===== config.mk =====
export PLATFORM = sky130hd
export DESIGN_NAME = matrix_result_reader_flat
export DESIGN_NICKNAME = d
export VERILOG_FILES = /design/src/rtl/matrix_result_reader_pkg.sv /design/src/rtl/matrix_result_reader_if.sv /design/src/rtl/matrix_result_reader_result_fifo2.sv /design/src/rtl/matrix_result_reader.sv /design/src/flat_wrapper.sv
export SDC_FILE = /design/constraint.sdc
export NUM_CORES = 1
export LEC_CHECK = 0
export ABC_AREA = 1
export CAP_MARGIN = 40
export CORE_UTILIZATION = 45
export DETAILED_ROUTE_END_ITERATION = 6
export GPL_TIMING_DRIVEN = 0
export PLACE_DENSITY_LB_ADDON = 0.2
export SLEW_MARGIN = 20
export SYNTH_ARGS = -nofsm -noshare
export SYNTH_HDL_FRONTEND = slang
export SYNTH_SLANG_ARGS = --single-unit

===== constraint.sdc =====
create_clock -name clk -period 5.8 [get_ports clk]
set_clock_uncertainty 0.2 [all_clocks]
set_input_delay 0.58 -clock clk [delete_from_list [all_inputs] [get_ports clk]]
set_output_delay 0.58 -clock clk [all_outputs]
set_load 0.05 [all_outputs]

===== src/rtl/matrix_result_reader_pkg.sv =====
// Shared types for the matrix result reader and the multiplier bench RAM model.
// Beat struct gains a row_last flag when MATRIX_RESULT_READER_ROW_LAST_EN is defined.
package matrix_pkg;

    localparam int READ_LATENCY          = 1;
    localparam int MULT_RAM_READ_LATENCY = READ_LATENCY;
    localparam int BEAT_DATA_WIDTH       = 32;
    localparam int BEAT_ADDR_WIDTH       = 32;

    typedef enum logic [1:0] {
        ST_IDLE  = 2'd0,
        ST_READ  = 2'd1,
        ST_DRAIN = 2'd2
    } reader_state_e;

    typedef struct packed {
        logic [BEAT_DATA_WIDTH-1:0] data;
        logic [BEAT_ADDR_WIDTH-1:0] row;
        logic [BEAT_ADDR_WIDTH-1:0] col;
        logic                       last;
`ifdef MATRIX_RESULT_READER_ROW_LAST_EN
        logic                       row_last;
`endif
    } beat_t;

endpackage


===== src/rtl/matrix_result_reader_if.sv =====
// Result-RAM read port plus the valid/ready element stream of the result reader.
// m_row_last exists only when MATRIX_RESULT_READER_ROW_LAST_EN is defined.
interface matrix_result_reader_if #(
    parameter int ADDR_WIDTH = 32,
    parameter int DATA_WIDTH = 32
);
    logic                  z_rd_en;
    logic [ADDR_WIDTH-1:0] z_rd_addr;
    logic [DATA_WIDTH-1:0] z_rd_data;
    logic [DATA_WIDTH-1:0] m_data;
    logic [ADDR_WIDTH-1:0] m_row;
    logic [ADDR_WIDTH-1:0] m_col;
    logic                  m_last;
    logic                  m_valid;
    logic                  m_ready;
`ifdef MATRIX_RESULT_READER_ROW_LAST_EN
    logic                  m_row_last;
`endif

    modport master (
        output z_rd_en,
        output z_rd_addr,
        input  z_rd_data,
        output m_data,
        output m_row,
        output m_col,
        output m_last,
`ifdef MATRIX_RESULT_READER_ROW_LAST_EN
        output m_row_last,
`endif
        output m_valid,
        input  m_ready
    );

    modport slave (
        input  z_rd_en,
        input  z_rd_addr,
        output z_rd_data,
        input  m_data,
        input  m_row,
        input  m_col,
        input  m_last,
`ifdef MATRIX_RESULT_READER_ROW_LAST_EN
        input  m_row_last,
`endif
        input  m_valid,
        output m_ready
    );

endinterface


===== src/rtl/matrix_result_reader_result_fifo2.sv =====
// Two-entry synchronous FIFO of result beats; push when full is accepted only alongside a pop.
module result_fifo2
    import matrix_pkg::*;
(
    input  logic       clk,
    input  logic       rst,
    input  logic       push,
    input  logic       pop,
    input  beat_t      beat,
    output beat_t      head,
    output logic [1:0] count,
    output logic       full,
    output logic       empty
);

    beat_t      mem_r [2];
    logic       wr_ptr_r;
    logic       rd_ptr_r;
    logic [1:0] count_r;
    logic       push_ok_s;
    logic       pop_ok_s;

    // Qualify requests so a misbehaving producer or consumer cannot corrupt state.
    always_comb begin
        pop_ok_s  = pop && (count_r != 2'd0);
        push_ok_s = push && ((count_r != 2'd2) || pop_ok_s);
    end

    // Storage, pointers and occupancy.
    always_ff @(posedge clk) begin
        if (rst) begin
            mem_r[0] <= '0;
            mem_r[1] <= '0;
            wr_ptr_r <= 1'b0;
            rd_ptr_r <= 1'b0;
            count_r  <= 2'd0;
        end else begin
            if (push_ok_s) begin
                mem_r[wr_ptr_r] <= beat;
                wr_ptr_r        <= ~wr_ptr_r;
            end
            if (pop_ok_s) begin
                rd_ptr_r <= ~rd_ptr_r;
            end
            case ({push_ok_s, pop_ok_s})
                2'b10:   count_r <= count_r + 2'd1;
                2'b01:   count_r <= count_r - 2'd1;
                default: count_r <= count_r;
            endcase
        end
    end

    assign head  = mem_r[rd_ptr_r];
    assign count = count_r;
    assign full  = (count_r == 2'd2);
    assign empty = (count_r == 2'd0);

endmodule


===== src/rtl/matrix_result_reader.sv =====
// Streams the Z result matrix row-major from the result RAM as tagged valid/ready beats.
// Optional m_row_last flag enabled by MATRIX_RESULT_READER_ROW_LAST_EN.
module matrix_result_reader
    import matrix_pkg::*;
#(
    parameter int ADDR_WIDTH = 32,
    parameter int DATA_WIDTH = 32,
    parameter int Z_ROWS     = 5,
    parameter int Z_COLS     = 5,
    parameter int BASE_ADDR  = 0
) (
    input  logic                   clk,
    input  logic                   rst,
    input  logic                   start,
    output logic                   busy,
    output logic                   done,
    matrix_result_reader_if.master bus
);

    reader_state_e         state_r;
    reader_state_e         state_nxt_s;
    logic [ADDR_WIDTH-1:0] row_r;
    logic [ADDR_WIDTH-1:0] col_r;
    logic [ADDR_WIDTH-1:0] addr_r;
    logic [ADDR_WIDTH-1:0] addr_hold_r;
    logic                  inflight_r;
    logic [ADDR_WIDTH-1:0] tag_row_r;
    logic [ADDR_WIDTH-1:0] tag_col_r;
    logic                  tag_last_r;
    logic                  busy_r;
    logic                  done_r;
    logic                  rd_en_s;
    logic                  pop_s;
    logic                  col_end_s;
    logic                  issue_last_s;
    logic                  last_pop_s;
    logic [2:0]            pending_s;
    beat_t                 push_beat_s;
    beat_t                 head_s;
    logic [1:0]            fifo_count_s;
    logic                  fifo_full_s;
    logic                  fifo_empty_s;

    // Issue decision: reads are only launched when the FIFO is sure to have room on return.
    always_comb begin
        pop_s        = !fifo_empty_s && bus.m_ready;
        pending_s    = {1'b0, fifo_count_s} + {2'b00, inflight_r} - {2'b00, pop_s};
        col_end_s    = (col_r == ADDR_WIDTH'(Z_COLS - 1));
        issue_last_s = col_end_s && (row_r == ADDR_WIDTH'(Z_ROWS - 1));
        rd_en_s      = (state_r == ST_READ) && (pending_s < 3'd2) && (!fifo_full_s || pop_s);
        last_pop_s   = pop_s && head_s.last;
    end

    // Next-state logic.
    always_comb begin
        state_nxt_s = state_r;
        case (state_r)
            ST_IDLE: begin
                if (start) state_nxt_s = ST_READ;
                else       state_nxt_s = ST_IDLE;
            end
            ST_READ: begin
                if (rd_en_s && issue_last_s) state_nxt_s = ST_DRAIN;
                else                         state_nxt_s = ST_READ;
            end
            ST_DRAIN: begin
                if (last_pop_s) state_nxt_s = ST_IDLE;
                else            state_nxt_s = ST_DRAIN;
            end
            default: state_nxt_s = ST_IDLE;
        endcase
    end

    // State register and registered status outputs.
    always_ff @(posedge clk) begin
        if (rst) begin
            state_r <= ST_IDLE;
            busy_r  <= 1'b0;
            done_r  <= 1'b0;
        end else begin
            state_r <= state_nxt_s;
            busy_r  <= (state_nxt_s != ST_IDLE);
            done_r  <= (state_r == ST_DRAIN) && last_pop_s;
        end
    end

    // Row/column/address counters; the address steps by one so no multiplier is needed.
    always_ff @(posedge clk) begin
        if (rst) begin
            row_r       <= '0;
            col_r       <= '0;
            addr_r      <= '0;
            addr_hold_r <= '0;
        end else if ((state_r == ST_IDLE) && start) begin
            row_r  <= '0;
            col_r  <= '0;
            addr_r <= ADDR_WIDTH'(BASE_ADDR);
        end else if (rd_en_s) begin
            addr_hold_r <= addr_r;
            addr_r      <= addr_r + ADDR_WIDTH'(1);
            if (col_end_s) begin
                col_r <= '0;
                row_r <= row_r + ADDR_WIDTH'(1);
            end else begin
                col_r <= col_r + ADDR_WIDTH'(1);
            end
        end else begin
            addr_hold_r <= addr_hold_r;
        end
    end

    // Tag pipe: indices travel one cycle alongside the RAM read they describe.
`ifdef MATRIX_RESULT_READER_ROW_LAST_EN
    logic tag_row_last_r;
`endif
    always_ff @(posedge clk) begin
        if (rst) begin
            inflight_r     <= 1'b0;
            tag_row_r      <= '0;
            tag_col_r      <= '0;
            tag_last_r     <= 1'b0;
`ifdef MATRIX_RESULT_READER_ROW_LAST_EN
            tag_row_last_r <= 1'b0;
`endif
        end else begin
            inflight_r <= rd_en_s;
            if (rd_en_s) begin
                tag_row_r      <= row_r;
                tag_col_r      <= col_r;
                tag_last_r     <= issue_last_s;
`ifdef MATRIX_RESULT_READER_ROW_LAST_EN
                tag_row_last_r <= col_end_s;
`endif
            end
        end
    end

    // Assemble the beat from the returning RAM word and its tag.
    always_comb begin
        push_beat_s          = '0;
        push_beat_s.data     = BEAT_DATA_WIDTH'(bus.z_rd_data);
        push_beat_s.row      = BEAT_ADDR_WIDTH'(tag_row_r);
        push_beat_s.col      = BEAT_ADDR_WIDTH'(tag_col_r);
        push_beat_s.last     = tag_last_r;
`ifdef MATRIX_RESULT_READER_ROW_LAST_EN
        push_beat_s.row_last = tag_row_last_r;
`endif
    end

    result_fifo2 u_fifo (
        .clk   (clk),
        .rst   (rst),
        .push  (inflight_r),
        .pop   (pop_s),
        .beat  (push_beat_s),
        .head  (head_s),
        .count (fifo_count_s),
        .full  (fifo_full_s),
        .empty (fifo_empty_s)
    );

    assign bus.z_rd_en    = rd_en_s;
    assign bus.z_rd_addr  = rd_en_s ? addr_r : addr_hold_r;
    assign bus.m_valid    = !fifo_empty_s;
    assign bus.m_data     = DATA_WIDTH'(head_s.data);
    assign bus.m_row      = ADDR_WIDTH'(head_s.row);
    assign bus.m_col      = ADDR_WIDTH'(head_s.col);
    assign bus.m_last     = head_s.last;
`ifdef MATRIX_RESULT_READER_ROW_LAST_EN
    assign bus.m_row_last = head_s.row_last;
`endif
    assign busy           = busy_r;
    assign done           = done_r;

endmodule


===== src/flat_wrapper.sv =====
// flat-port wrapper written by rule: the top's interface ports become plain ports
module matrix_result_reader_flat import matrix_pkg::*;
#(
    parameter int ADDR_WIDTH = 32,
    parameter int DATA_WIDTH = 32,
    parameter int Z_ROWS     = 5,
    parameter int Z_COLS     = 5,
    parameter int BASE_ADDR  = 0
)
  (clk, rst, start, busy, done, bus_z_rd_en, bus_z_rd_addr, bus_z_rd_data, bus_m_data, bus_m_row, bus_m_col, bus_m_last, bus_m_valid, bus_m_ready);
  matrix_result_reader_if #(.ADDR_WIDTH(ADDR_WIDTH), .DATA_WIDTH(DATA_WIDTH)) bus_i ();
  input  logic clk;
  input  logic rst;
  input  logic start;
  output logic busy;
  output logic done;
  output wire logic [$bits(bus_i.z_rd_en)-1:0] bus_z_rd_en;
  output wire logic [$bits(bus_i.z_rd_addr)-1:0] bus_z_rd_addr;
  input wire logic [$bits(bus_i.z_rd_data)-1:0] bus_z_rd_data;
  output wire logic [$bits(bus_i.m_data)-1:0] bus_m_data;
  output wire logic [$bits(bus_i.m_row)-1:0] bus_m_row;
  output wire logic [$bits(bus_i.m_col)-1:0] bus_m_col;
  output wire logic [$bits(bus_i.m_last)-1:0] bus_m_last;
  output wire logic [$bits(bus_i.m_valid)-1:0] bus_m_valid;
  input wire logic [$bits(bus_i.m_ready)-1:0] bus_m_ready;
  assign bus_z_rd_en = bus_i.z_rd_en;
  assign bus_z_rd_addr = bus_i.z_rd_addr;
  assign bus_i.z_rd_data = bus_z_rd_data;
  assign bus_m_data = bus_i.m_data;
  assign bus_m_row = bus_i.m_row;
  assign bus_m_col = bus_i.m_col;
  assign bus_m_last = bus_i.m_last;
  assign bus_m_valid = bus_i.m_valid;
  assign bus_i.m_ready = bus_m_ready;
  matrix_result_reader #(.ADDR_WIDTH(ADDR_WIDTH), .DATA_WIDTH(DATA_WIDTH), .Z_ROWS(Z_ROWS), .Z_COLS(Z_COLS), .BASE_ADDR(BASE_ADDR)) u_core (.clk(clk), .rst(rst), .start(start), .busy(busy), .done(done), .bus(bus_i));
endmodule

Word level (Yosys, flattened, before mapping)

Memory sizes are Yosys's and may differ from the RTL's. A register that Yosys moved wholly into a read port is not among the register bits.
Index checks and enable logic that the tools add are counted.

Flip-flop bits (word level): 202
Memory bits (writable): 194
Input bits: 36
Output and inout port bits: 133
Logic and storage cells: 72
Memories kept: 1

Memory list:

| memory              | depth | width | read ports | clocked after memory_dff | write ports | line                                    | RTL |
|---|---|---|---|---|---|---|---|
| u_core.u_fifo.mem_r | 2     | 97    | 1          | 1                        | 2           | matrix_result_reader_result_fifo2.sv:16 | `beat_t mem_r [2];` |

$add $sub $neg: 7
$lt $le $gt $ge: 1
Eq/ne operators: 8
Muxes and demuxes: 17
Bitwise gates (word level): 2
Reductions and logical operators: 22

Operators with widths:

| operator                                                             | number |
|---|---|
| 97-bit two-way mux                                                   | 1 |
| 97-bit OR reduction                                                  | 1 |
| 32-bit by 1-bit adder with 32-bit output, second input constant      | 3 |
| 32-bit by 3-bit == test with 1-bit output, second input constant     | 2 |
| 32-bit two-way mux                                                   | 2 |
| 1-bit logical AND                                                    | 10 |
| 1-bit two-way mux                                                    | 10 |
| 2-bit == test, second input constant                                 | 3 |
| 2-bit case mux with 3 select lines                                   | 1 |
| 2-bit nonzero test                                                   | 3 |
| 2-bit by 1-bit == test with 1-bit output, second input constant      | 2 |
| 2-bit logical NOT                                                    | 2 |
| 2-bit two-way mux                                                    | 2 |
| 2-bit case mux with 2 select lines                                   | 1 |
| 2-bit by 1-bit adder with 3-bit output                               | 1 |
| 3-bit by 2-bit < comparator with 1-bit output, second input constant | 1 |
| 3-bit by 1-bit subtractor with 3-bit output                          | 1 |
| 2-bit by 1-bit adder with 2-bit output, second input constant        | 1 |
| 1-bit logical NOT                                                    | 2 |
| 1-bit logical OR                                                     | 2 |
| 2-bit != test, second input constant                                 | 1 |
| 1-bit NOT                                                            | 2 |
| 2-bit AND reduction                                                  | 1 |
| 2-bit OR reduction                                                   | 1 |
| 2-bit by 1-bit subtractor with 2-bit output, second input constant   | 1 |

Depth between registers and ports, before layout

Gate-level depths: netlist (run 1).

Depth after elaboration: 11
Gate-level depth with buffers: 18
Mapped depth without buffers: 17

Cells and area by module

Synthesis (run 1) repeated with hierarchy kept, for this count alone.

Cells, all modules: 2139
Area, all modules: 18435.2 sq um

Modules (own cells, without submodules):

| module               | times used | cells an instance | area each (sq um) | sequential area each (sq um) |
|---|---|---|---|---|
| matrix_result_reader | 1          | 1484              | 9969.6            | 3963.8 |
| result_fifo2         | 1          | 655               | 8465.6            | 5925.7 |

Worst setup path before layout (run 1)

Ideal clock, no wire load.

Path kind: input -> register
Start point: input port bus_m_ready
End point: memory u_core.u_fifo.mem_r[0][0] (netlist bit) (enable)
Library setup time: 0.909 ns
Arrival time: 3.144 ns
Required time: 4.691 ns
Path slack: 1.547 ns
Cell stages on the path: 7
Buffers on the path: 2
Cell sequence: nand3b_2 -> nand2_1 -> nor2_1 -> nand2_1 -> buf_2 -> buf_2 -> nand2_1

RTL lines:

| item            | line                                    | RTL |
|---|---|---|
| start, declared | flat_wrapper.sv:25                      | `input wire logic [$bits(bus_i.m_ready)-1:0] bus_m_ready;` |
| end, declared   | matrix_result_reader_result_fifo2.sv:16 |  |

Worst setup path after layout (run 1)

Start point: register u_core.u_fifo.count_r[1] (netlist: u_core.u_fifo.count[1])
End point: output port bus_z_rd_addr[13]

Word-level cells in the longest chain between the ends: 8
Elaborated cells between the ends (all ways): 12
Those cells by class: add/sub: 2; order compare: 1; eq/ne: 1; mux: 1; reduce/logical: 7

Ends and longest elaborated chain:

| item                                                                                           | line                                    | RTL |
|---|---|---|
| start, declared                                                                                | matrix_result_reader_result_fifo2.sv:19 | `logic [1:0] count_r;` |
| start signal, assigned                                                                         | matrix_result_reader_result_fifo2.sv:46 | `2'b10: count_r <= count_r + 2'd1;` |
| start signal, assigned                                                                         | matrix_result_reader_result_fifo2.sv:47 | `2'b01: count_r <= count_r - 2'd1;` |
| start signal, assigned                                                                         | matrix_result_reader_result_fifo2.sv:48 | `default: count_r <= count_r;` |
| parallel branches: the longest is 6 deep, another holds 2-bit by 1-bit adder with 3-bit output | --                                      |  |
| 1-bit logical AND *                                                                            | matrix_result_reader.sv:50              | `rd_en_s = (state_r == ST_READ) && (pending_s < 3'd2) && (!fifo_full_s \|\| pop_s);` |
| 32-bit two-way mux *                                                                           | matrix_result_reader.sv:163             | `assign bus.z_rd_addr = rd_en_s ? addr_r : addr_hold_r;` |
| end, declared                                                                                  | flat_wrapper.sv:18                      | `output wire logic [$bits(bus_i.z_rd_addr)-1:0] bus_z_rd_addr;` |

Mark *: on every way between the ends.

==> results of run 1 <==
[per-layer routing]
metal	GRT usage	routed length (microns)
met5	0	13
met4	0.0584	905
met3	0.0360	2580
met2	0.362	20800
met1	0.323	21900
[Yosys cell counts, types with 2 or more instances]
master	number	area, sq um
nor2_1	446	1670
nand2_1	379	1420
inv_1	213	800
dfxtp_1	203	4060
edfxtp_1	194	5830
a21oi_1	130	651
mux2_2	97	1090
o21ai_0	91	455
nand3_1	53	265
clkbuf_1	47	176
buf_2	26	130
or2_1	25	156
xor2_1	20	175
nand3b_1	19	143
nor3_1	19	95.1
nand4_1	14	87.6
o21ai_1	12	60.1
xnor2_1	9	78.8
ha_1	7	87.6
buf_6	6	67.6
nor2_2	6	37.5
or2_2	6	37.5
buf_4	4	30.0
clkbuf_2	4	20.0
nor3b_1	4	30.0
inv_2	3	11.3
nor2_4	3	33.8
nor3_2	3	30.0
a31oi_1	2	12.5
buf_1	2	7.51
nand2_2	2	12.5
o21a_1	2	15.0
o21bai_1	2	15.0
[power groups by stage]
stage / Sequential (mW) / Clock [mW] / Combinational (mW)
after CTS: 3.26 / 2.89 / 2.42
final: 3.26 / 2.83 / 2.40
after global routing: 3.28 / 3.00 / 2.56
after detailed placement: 3.32 / 0 / 2.40
after floorplan: 3.31 / 0 / 1.64
after global placement: 3.32 / 0 / 2.38
[state kept, by name (all words and copies together) (netlist names), named ones only]
name	count
u_core.u_fifo.mem_r	194
u_core.addr_hold_r	32
u_core.addr_r	32
u_core.col_r	32
u_core.row_r	32
u_core.tag_col_r	32
u_core.tag_row_r	32
u_core.state_r	2
u_core.u_fifo.count	2
u_core.busy	1
u_core.done	1
u_core.inflight_r	1
u_core.tag_last_r	1
u_core.u_fifo.rd_ptr_r	1
u_core.u_fifo.wr_ptr_r	1
[final cells by class]
| cell class | instances | share of cell area |
|---|---|---|
| well taps | 518 | 0.0297 |
| inverters | 217 | 0.0374 |
| clock buffers | 55 | 0.0542 |
| flip-flops and latches | 397 | 0.454 |
| repair buffers | 171 | 0.0803 |
| clock inverters | 22 | 0.0131 |
| plain buffers | 89 | 0.0198 |
| multi-input cells | 1361 | 0.312 |
[logic make-up after synthesis]
family          share of synthesized area
compound gates                     0.0683
xor+xnor                           0.0151
fa+ha+maj                         0.00600
buf+inv                            0.0695
flops                               0.552
mux                                0.0609
simple gates                        0.228
[path summary, 6_finish.rpt]
| kind | slack (ns) | endpoint | start |
|---|---|---|---|
| max reg2reg | 2.22 | u_core.tag_row_r[5]$_SDFFE_PP0P_ | u_core.u_fifo.count[1]$_SDFFE_PP0P_ |
| min reg2reg | 0.26 | register | u_core.u_fifo.rd_ptr_r$_SDFFE_PP0P_ |
| min | 0.26 | register | u_core.u_fifo.rd_ptr_r$_SDFFE_PP0P_ |
| max | 0.54 | bus_z_rd_addr[13] | u_core.u_fifo.count[1]$_SDFFE_PP0P_ |
==> results.toml, run 1 <==
[status]
status = "finished, final reports clean"

[global_routing]
grt_pass1_vias = 13445
grt_max_degree = 41
grt_overflow = 0
grt_pass1_wl_microns = 73200
antenna_found_initial = 1
grt.total_usage = 0.228

[synthesis]
yosysSeqAreaShare = 0.552
async_flop_share = 0
synth_edf_count = 194
synth_area_sq_um = 17900
synth_warnings = 0
syn_nets = 2108
synthFlopType = "dfxtp_1"
synth_cell_types = 44
synthCells = 2064
yosys_register_bits = 397
avgSynthCellArea_sq_um = 8.68

[final_layout]
seq_area_sq_um = 9890
fin_cells = 2830
layout_common_cells = "nor2_1 (446), nand2_1 (377), inv_1 (213)"
multi_input_area_sq_um = 6800
num-fill-cells = 3543
diodes = 0
drive_above_1_share = 0.103
fin_area_sq_um = 21800
area_growth_pct = 21.7
finalNetCount = 2323
post-route-util = 0.559
final_common_cell = "nor2_1"

[critical_path]
crit_fanout = 10
crit_chain = "inv_1 -> nand2_1 -> nand2_1 -> inv_1 -> ha_1 -> or2_2 -> fa_1 -> inv_1 -> nor2_2 -> nand3_4 -> inv_2 -> buf_4 -> buf_4 -> or2_1 -> o21ai_0 -> inv_1 -> clkdlybuf4s50_1"
cp_data_arrival_time_ns = 4.48
cp-start-kind = "register"
cp-end-kind = "primary output"
cp_num_cells = 17
slowest_delay_ns = 0.80
rr_worst_depth = 14
crit_required_ns = 5.02
path_delay_family = "buffers and inverters"
cpMaxStageDelayCell = "clkdlybuf4s50_1"
crit_top_cell = "inv_1"
path_class = "reg2out"
path_buf_inv = 8

[placed_design]
place.gp.congestion = 0.908
place_area_sq_um = 20300
dp_slack_ns = 0.721
place_hpwl_microns = 33100
post-place-cells = 2753
port_buffers = 167

[power_and_ir_drop]
power_density_nw_per_um2 = 389
power_mw = 8.49
seqPwrFrac = 0.384
p_switching_mw = 2.82
comb_power_share = 0.283
vdd_drop_max_mv = 0.373
power_frac_clock = 0.333
p_leak_nw = 8.33
p_int_mw = 5.67
switching_share = 0.332

[clock_tree]
hold_buffers = 0
cts_root_buffer = "clkbuf_16"
clkLatencyLatePin_ns = 0.56
clockBufferDepth = 3
cts_sinks = 397
cts_made_buffers = 42
cts_tree = "done"
cts_setup_buffers = 0
h-tree-depth = 2
clkTransAtPathRegs_ns = 0.06
cts_resized = 0

[die]
row_count = 72
die-area_sq_um = 40600
start_util = 0.459
pin_count = 169
fp.coreArea_sq_um = 39000
die_w_microns = 202
die_height_microns = 202

[sta]
setup_viol = 0
hold_ws_ns = 0.255
rsz0062_at_grt = "false"
fin_ws_ns = 0.542
tightest_slew_ns = 0.773
post-route-period-util = 0.907
fin_crit_ns = 5.26
finalHoldViolCount = 0
setup_tns_ns = 0
relSlewSlack = 0.485
clock.fmax_mhz = 190
slew_viol_final = 0

[drt]
dr.pass1.iters = 5
ant_nets = 0
drtIter0Drc = 957
routedWlPerCell_microns = 16.4
drc = 0
num_vias = 14159
drt-vias-per-instance = 5.00
postRouteWirelength_microns = 46300

[hold_path]
hold_path_depth = 1
hold_class = "reg2reg"

[job]
drv_cap = 0
Power figures use the tool's default switching activity.
==> run 2, diff against run 1 <==
--- a/config.mk
+++ b/config.mk
@@ -9,6 +9,7 @@
 export CAP_MARGIN = 40
 export CORE_UTILIZATION = 45
 export DETAILED_ROUTE_END_ITERATION = 6
+export GPL_ROUTABILITY_DRIVEN = 0
 export GPL_TIMING_DRIVEN = 0
 export PLACE_DENSITY_LB_ADDON = 0.2
 export SLEW_MARGIN = 20
==> constraint.sdc (replaced) <==
create_clock -name clk -period 6.76 [get_ports clk]
set_clock_uncertainty 0.2 [all_clocks]
set_input_delay 0.676 -clock clk [delete_from_list [all_inputs] [get_ports clk]]
set_output_delay 0.676 -clock clk [all_outputs]
set_load 0.05 [all_outputs]
==> results.toml, run 2 (same netlist as run 1, synthesis figures left out) <==
[clock_tree]
cts_resized = 0
cts_made_buffers = 43
cts_sinks = 397
cts_setup_buffers = 0
hold_buffers = 0
cts_root_buffer = "clkbuf_16"
clockBufferDepth = 3
clkTransAtPathRegs_ns = 0.07
h-tree-depth = 2
clkLatencyLatePin_ns = 0.58
cts_tree = "done"

[critical_path]
crit_fanout = 10
cpMaxStageDelayCell = "clkdlybuf4s50_1"
path_buf_inv = 6
slowest_delay_ns = 0.80
path_class = "reg2out"
crit_top_cell = "inv_1"
cp_data_arrival_time_ns = 4.50
cp-start-kind = "register"
path_delay_family = "buffers and inverters"
crit_required_ns = 5.88
crit_chain = "inv_1 -> nand2_1 -> nand2_1 -> inv_1 -> ha_1 -> or2_2 -> fa_1 -> xnor2_2 -> nand3_4 -> buf_2 -> clkbuf_1 -> o21ai_1 -> inv_1 -> clkdlybuf4s50_1"
cp-end-kind = "primary output"

[power_and_ir_drop]
vdd_drop_max_mv = 0.304
power_density_nw_per_um2 = 338
p_leak_nw = 8.37
power_mw = 7.41

[sta]
setup_tns_ns = 0
setup_viol = 0
slew_viol_final = 0
rsz0062_at_grt = "false"
finalHoldViolCount = 0
clock.fmax_mhz = 186
hold_ws_ns = 0.245
fin_crit_ns = 5.38
fin_ws_ns = 1.38
post-route-period-util = 0.796
relSlewSlack = 0.481
tightest_slew_ns = 0.775

[final_layout]
layout_common_cells = "nor2_1 (446), nand2_1 (377), inv_1 (213)"
multi_input_area_sq_um = 6800
area_growth_pct = 22.2
drive_above_1_share = 0.103
diodes = 0
seq_area_sq_um = 9890
finalNetCount = 2323
final_common_cell = "nor2_1"
fin_cells = 2831
num-fill-cells = 3511
top_register = "u_core.u_fifo.mem_r"
largest_reg_flops = 194

[drt]
num_vias = 14361
dr.pass1.iters = 7
postRouteWirelength_microns = 45100
drc = 1
drtIter0Drc = 1174
drt-vias-per-instance = 5.07
routedWlPerCell_microns = 15.9
ant_nets = 0

[global_routing]
grt_max_degree = 51
grt_overflow = 0
antenna_found_initial = 1
grt_pass1_vias = 13714
grt_pass1_wl_microns = 72000
grt.total_usage = 0.222

[status]
violations = "design-rule violations"
status = "finished with violations"

[hold_path]
hold_class = "reg2reg"

[die]
die_w_microns = 202
die_height_microns = 202
pin_count = 169
row_count = 72
die-area_sq_um = 40600
fp.coreArea_sq_um = 39000
start_util = 0.459

[placed_design]
port_buffers = 167
post-place-cells = 2752
place_hpwl_microns = 32000
dp_slack_ns = 1.53

[job]
drv_cap = 0
[run 2: through the flow]
stage               area (sq um)  utilization
floorplan                  17900            -
global placement           20200        0.519
detailed placement         20300        0.521
CTS                        21900        0.561
global route               21900        0.561
finish                     21900        0.561
[run 2: power breakdown]
group / switching (mW) / internal (mW)
Combinational: 1.41 / 0.652
Clock: 0.969 / 1.58
Sequential: 0.0552 / 2.74
[run 2: final timing paths]
kind | from | end | slack, ns | cells after the start
setup / recovery | u_core.u_fifo.count[1]$_SDFFE_PP0P_ | bus_z_rd_addr[11] | 1.38 | 14
hold reg to reg | u_core.u_fifo.rd_ptr_r$_SDFFE_PP0P_ | register | 0.25 | 1
setup reg to reg | u_core.u_fifo.count[1]$_SDFFE_PP0P_ | u_core.tag_row_r[4]$_SDFFE_PP0P_ | 3.22 | 14
hold / removal | u_core.u_fifo.rd_ptr_r$_SDFFE_PP0P_ | register | 0.25 | 1
[run 2: metal layers]
metal  global-route usage  wire [microns]
met4               0.0782            1340
met1                0.303           20800
met3               0.0390            2750
met2                0.354           20200
met5                    0              13
[run 2: layout make-up]
class / instances / area share
flip-flops and latches: 397 / 0.452
multi-input cells: 1361 / 0.311
repair buffers: 170 / 0.0798
clock buffers: 56 / 0.0571
inverters: 217 / 0.0372
well taps: 518 / 0.0296
plain buffers: 89 / 0.0197
clock inverters: 23 / 0.0145
[run 2: worst reg2reg max path, delay by kind of cell (launching register included)]
family | cells | cell delay [ns]
AOI/OAI and AO/OA | 2 | 0.47
adders and majority gates | 2 | 0.69
buffers and inverters | 5 | 0.80
DFF | 1 | 0.47
and+or+nand+nor | 5 | 0.80
==> run 3, diff against run 2 <==
==> constraint.sdc (replaced) <==
create_clock -name clk -period 5.1 [get_ports clk]
set_clock_uncertainty 0.2 [all_clocks]
set_input_delay 0.51 -clock clk [delete_from_list [all_inputs] [get_ports clk]]
set_output_delay 0.51 -clock clk [all_outputs]
set_load 0.05 [all_outputs]
==> results.toml, run 3 (same netlist as run 1, synthesis figures left out) <==
[die]
die-area_sq_um = 40600
pin_count = 169
die_w_microns = 202
die_height_microns = 202
fp.coreArea_sq_um = 39000
start_util = 0.459
row_count = 72

[power_and_ir_drop]
p_leak_nw = 8.68
seqPwrFrac = 0.380
p_switching_mw = 3.21
p_int_mw = 6.55
power_mw = 9.77
power_frac_clock = 0.346
comb_power_share = 0.274
switching_share = 0.329
vdd_drop_max_mv = 0.378
power_density_nw_per_um2 = 445

[critical_path]
path_delay_family = "buffers and inverters"
slowest_delay_ns = 0.52
cpMaxStageDelayCell = "dlygate4sd2_1"
path_buf_inv = 8
critical_path.startpoint = "u_core.u_fifo.count[1]$_SDFFE_PP0P_"
cp_num_cells = 17
r2r_setup_slack_ns = 1.61
crit_fanout = 10
reg2reg_from = "u_core.u_fifo.count[1]$_SDFFE_PP0P_"
r2r_end = "u_core.tag_row_r[15]$_SDFFE_PP0P_"
cp-start-kind = "register"
crit_required_ns = 4.39
crit_chain = "inv_1 -> nand2_1 -> nand2_1 -> inv_1 -> ha_1 -> or2_2 -> fa_1 -> inv_1 -> nor2_2 -> nand3_4 -> inv_2 -> buf_4 -> buf_4 -> or2_1 -> o21ai_1 -> inv_1 -> dlygate4sd2_1"
path_class = "reg2out"
rr_worst_depth = 13
cp-end-kind = "primary output"
crit_end = "bus_z_rd_addr[11]"
cp_data_arrival_time_ns = 4.12
crit_top_cell = "inv_1"

[drt]
ant_nets = 0
dr.pass1.iters = 6
postRouteWirelength_microns = 45000
drc = 0
num_vias = 14348
drtIter0Drc = 1088
routedWlPerCell_microns = 15.9
drt-vias-per-instance = 5.07

[sta]
rsz0062_at_grt = "false"
fin_crit_ns = 4.83
finalHoldViolCount = 0
setup_viol = 0
tightest_slew_ns = 0.762
post-route-period-util = 0.948
clock.fmax_mhz = 207
hold_ws_ns = 0.258
relSlewSlack = 0.490
slew_viol_final = 0

[clock_tree]
h-tree-depth = 2
clkLatencyLatePin_ns = 0.58
cts_made_buffers = 43
hold_buffers = 0
cts_root_buffer = "clkbuf_16"
clkTransAtPathRegs_ns = 0.07
clockBufferDepth = 3
cts_sinks = 397
cts_tree = "done"

[final_layout]
fin_cells = 2830
final_common_cell = "nor2_1"
largest_reg_flops = 194
diodes = 0
post-route-util = 0.562
finalNetCount = 2322
top_register = "u_core.u_fifo.mem_r"
area_growth_pct = 22.3
layout_common_cells = "nor2_1 (446), nand2_1 (377), inv_1 (213)"
drive_above_1_share = 0.104

[global_routing]
antenna_found_initial = 1
grt_pass1_vias = 13683
grt_max_degree = 51
grt.total_usage = 0.222
grt_pass1_wl_microns = 71900
grt_overflow = 0

[hold_path]
min_from = "u_core.u_fifo.rd_ptr_r$_SDFFE_PP0P_"
hold_class = "reg2reg"

[status]
status = "finished, final reports clean"

[job]
drv_cap = 0

[placed_design]
post-place-cells = 2752
place_hpwl_microns = 32000
port_buffers = 167
## run 3: cell types whose count changed in the layout (fill, tap and decap cells not counted), sizes merged
cell,delta
dlymetal6s2s,+19
clkdlybuf4s50,-33
clkdlybuf4s15,+2
dlygate4sd2,+11
## run 3: power groups by stage
stage	clock (mW)	combinational (mW)	sequential, mW
2_1_floorplan	0	1.87	3.77
3_3_place_gp	0	2.70	3.78
3_5_place_dp	0	2.72	3.78
4_1_cts	3.44	2.71	3.71
5_1_grt	3.57	2.86	3.74
6_report	3.38	2.68	3.71
## run 3: area by class of cell
class | count | area [sq um]
clock buffers | 56 | 1250
flip-flops and latches | 397 | 9890
plain buffers | 88 | 428
inverters | 217 | 815
clock inverters | 23 | 317
multi-input cells | 1361 | 6800
well taps | 518 | 648
repair buffers | 170 | 1780
fillers | 3501 | 17100
## run 3: metal layers
layer	routed length, microns	track usage	share of wire	up-vias
met5	14	0	0.00031	-
met4	1240	0.0782	0.028	2
met3	2630	0.0390	0.058	79
met2	20300	0.353	0.45	452
met1	20800	0.303	0.46	6733
li1	-	-	-	7082
## run 3: metrics by stage
step | cell area, sq um | TNS, ns | setup WS (ns)
final | 21900 | 0 | 0.265
after global routing | 21900 | 0 | 0.00214
after CTS | 21900 | 0 | 0.00223
after detailed placement | 20300 | 0 | 0.206
after global placement | 20200 | -301.58 | -1.59
after floorplan | 17900 | 0 | 0.917
## run 3: worst min-delay path by stage
stage / endpoint / slack, ns / depth (start not counted)
6_report: register / 0.26 / 1
5_1_grt: register / 0.26 / 1
4_1_cts: register / 0.25 / 1
3_5_place_dp: u_core.u_fifo.rd_ptr_r$_SDFFE_PP0P_ / 0.24 / 1
3_3_place_gp: u_core.u_fifo.rd_ptr_r$_SDFFE_PP0P_ / 0.24 / 1
2_1_floorplan: u_core.done$_SDFF_PP0_ / 0.22 / 1
## run 3: timing repair
action / in CTS / in global routing
pin swaps: 0 / 0
setup endpoints to repair: 14 / 23
setup buffers: 0 / 0
resized for setup: 14 / 25
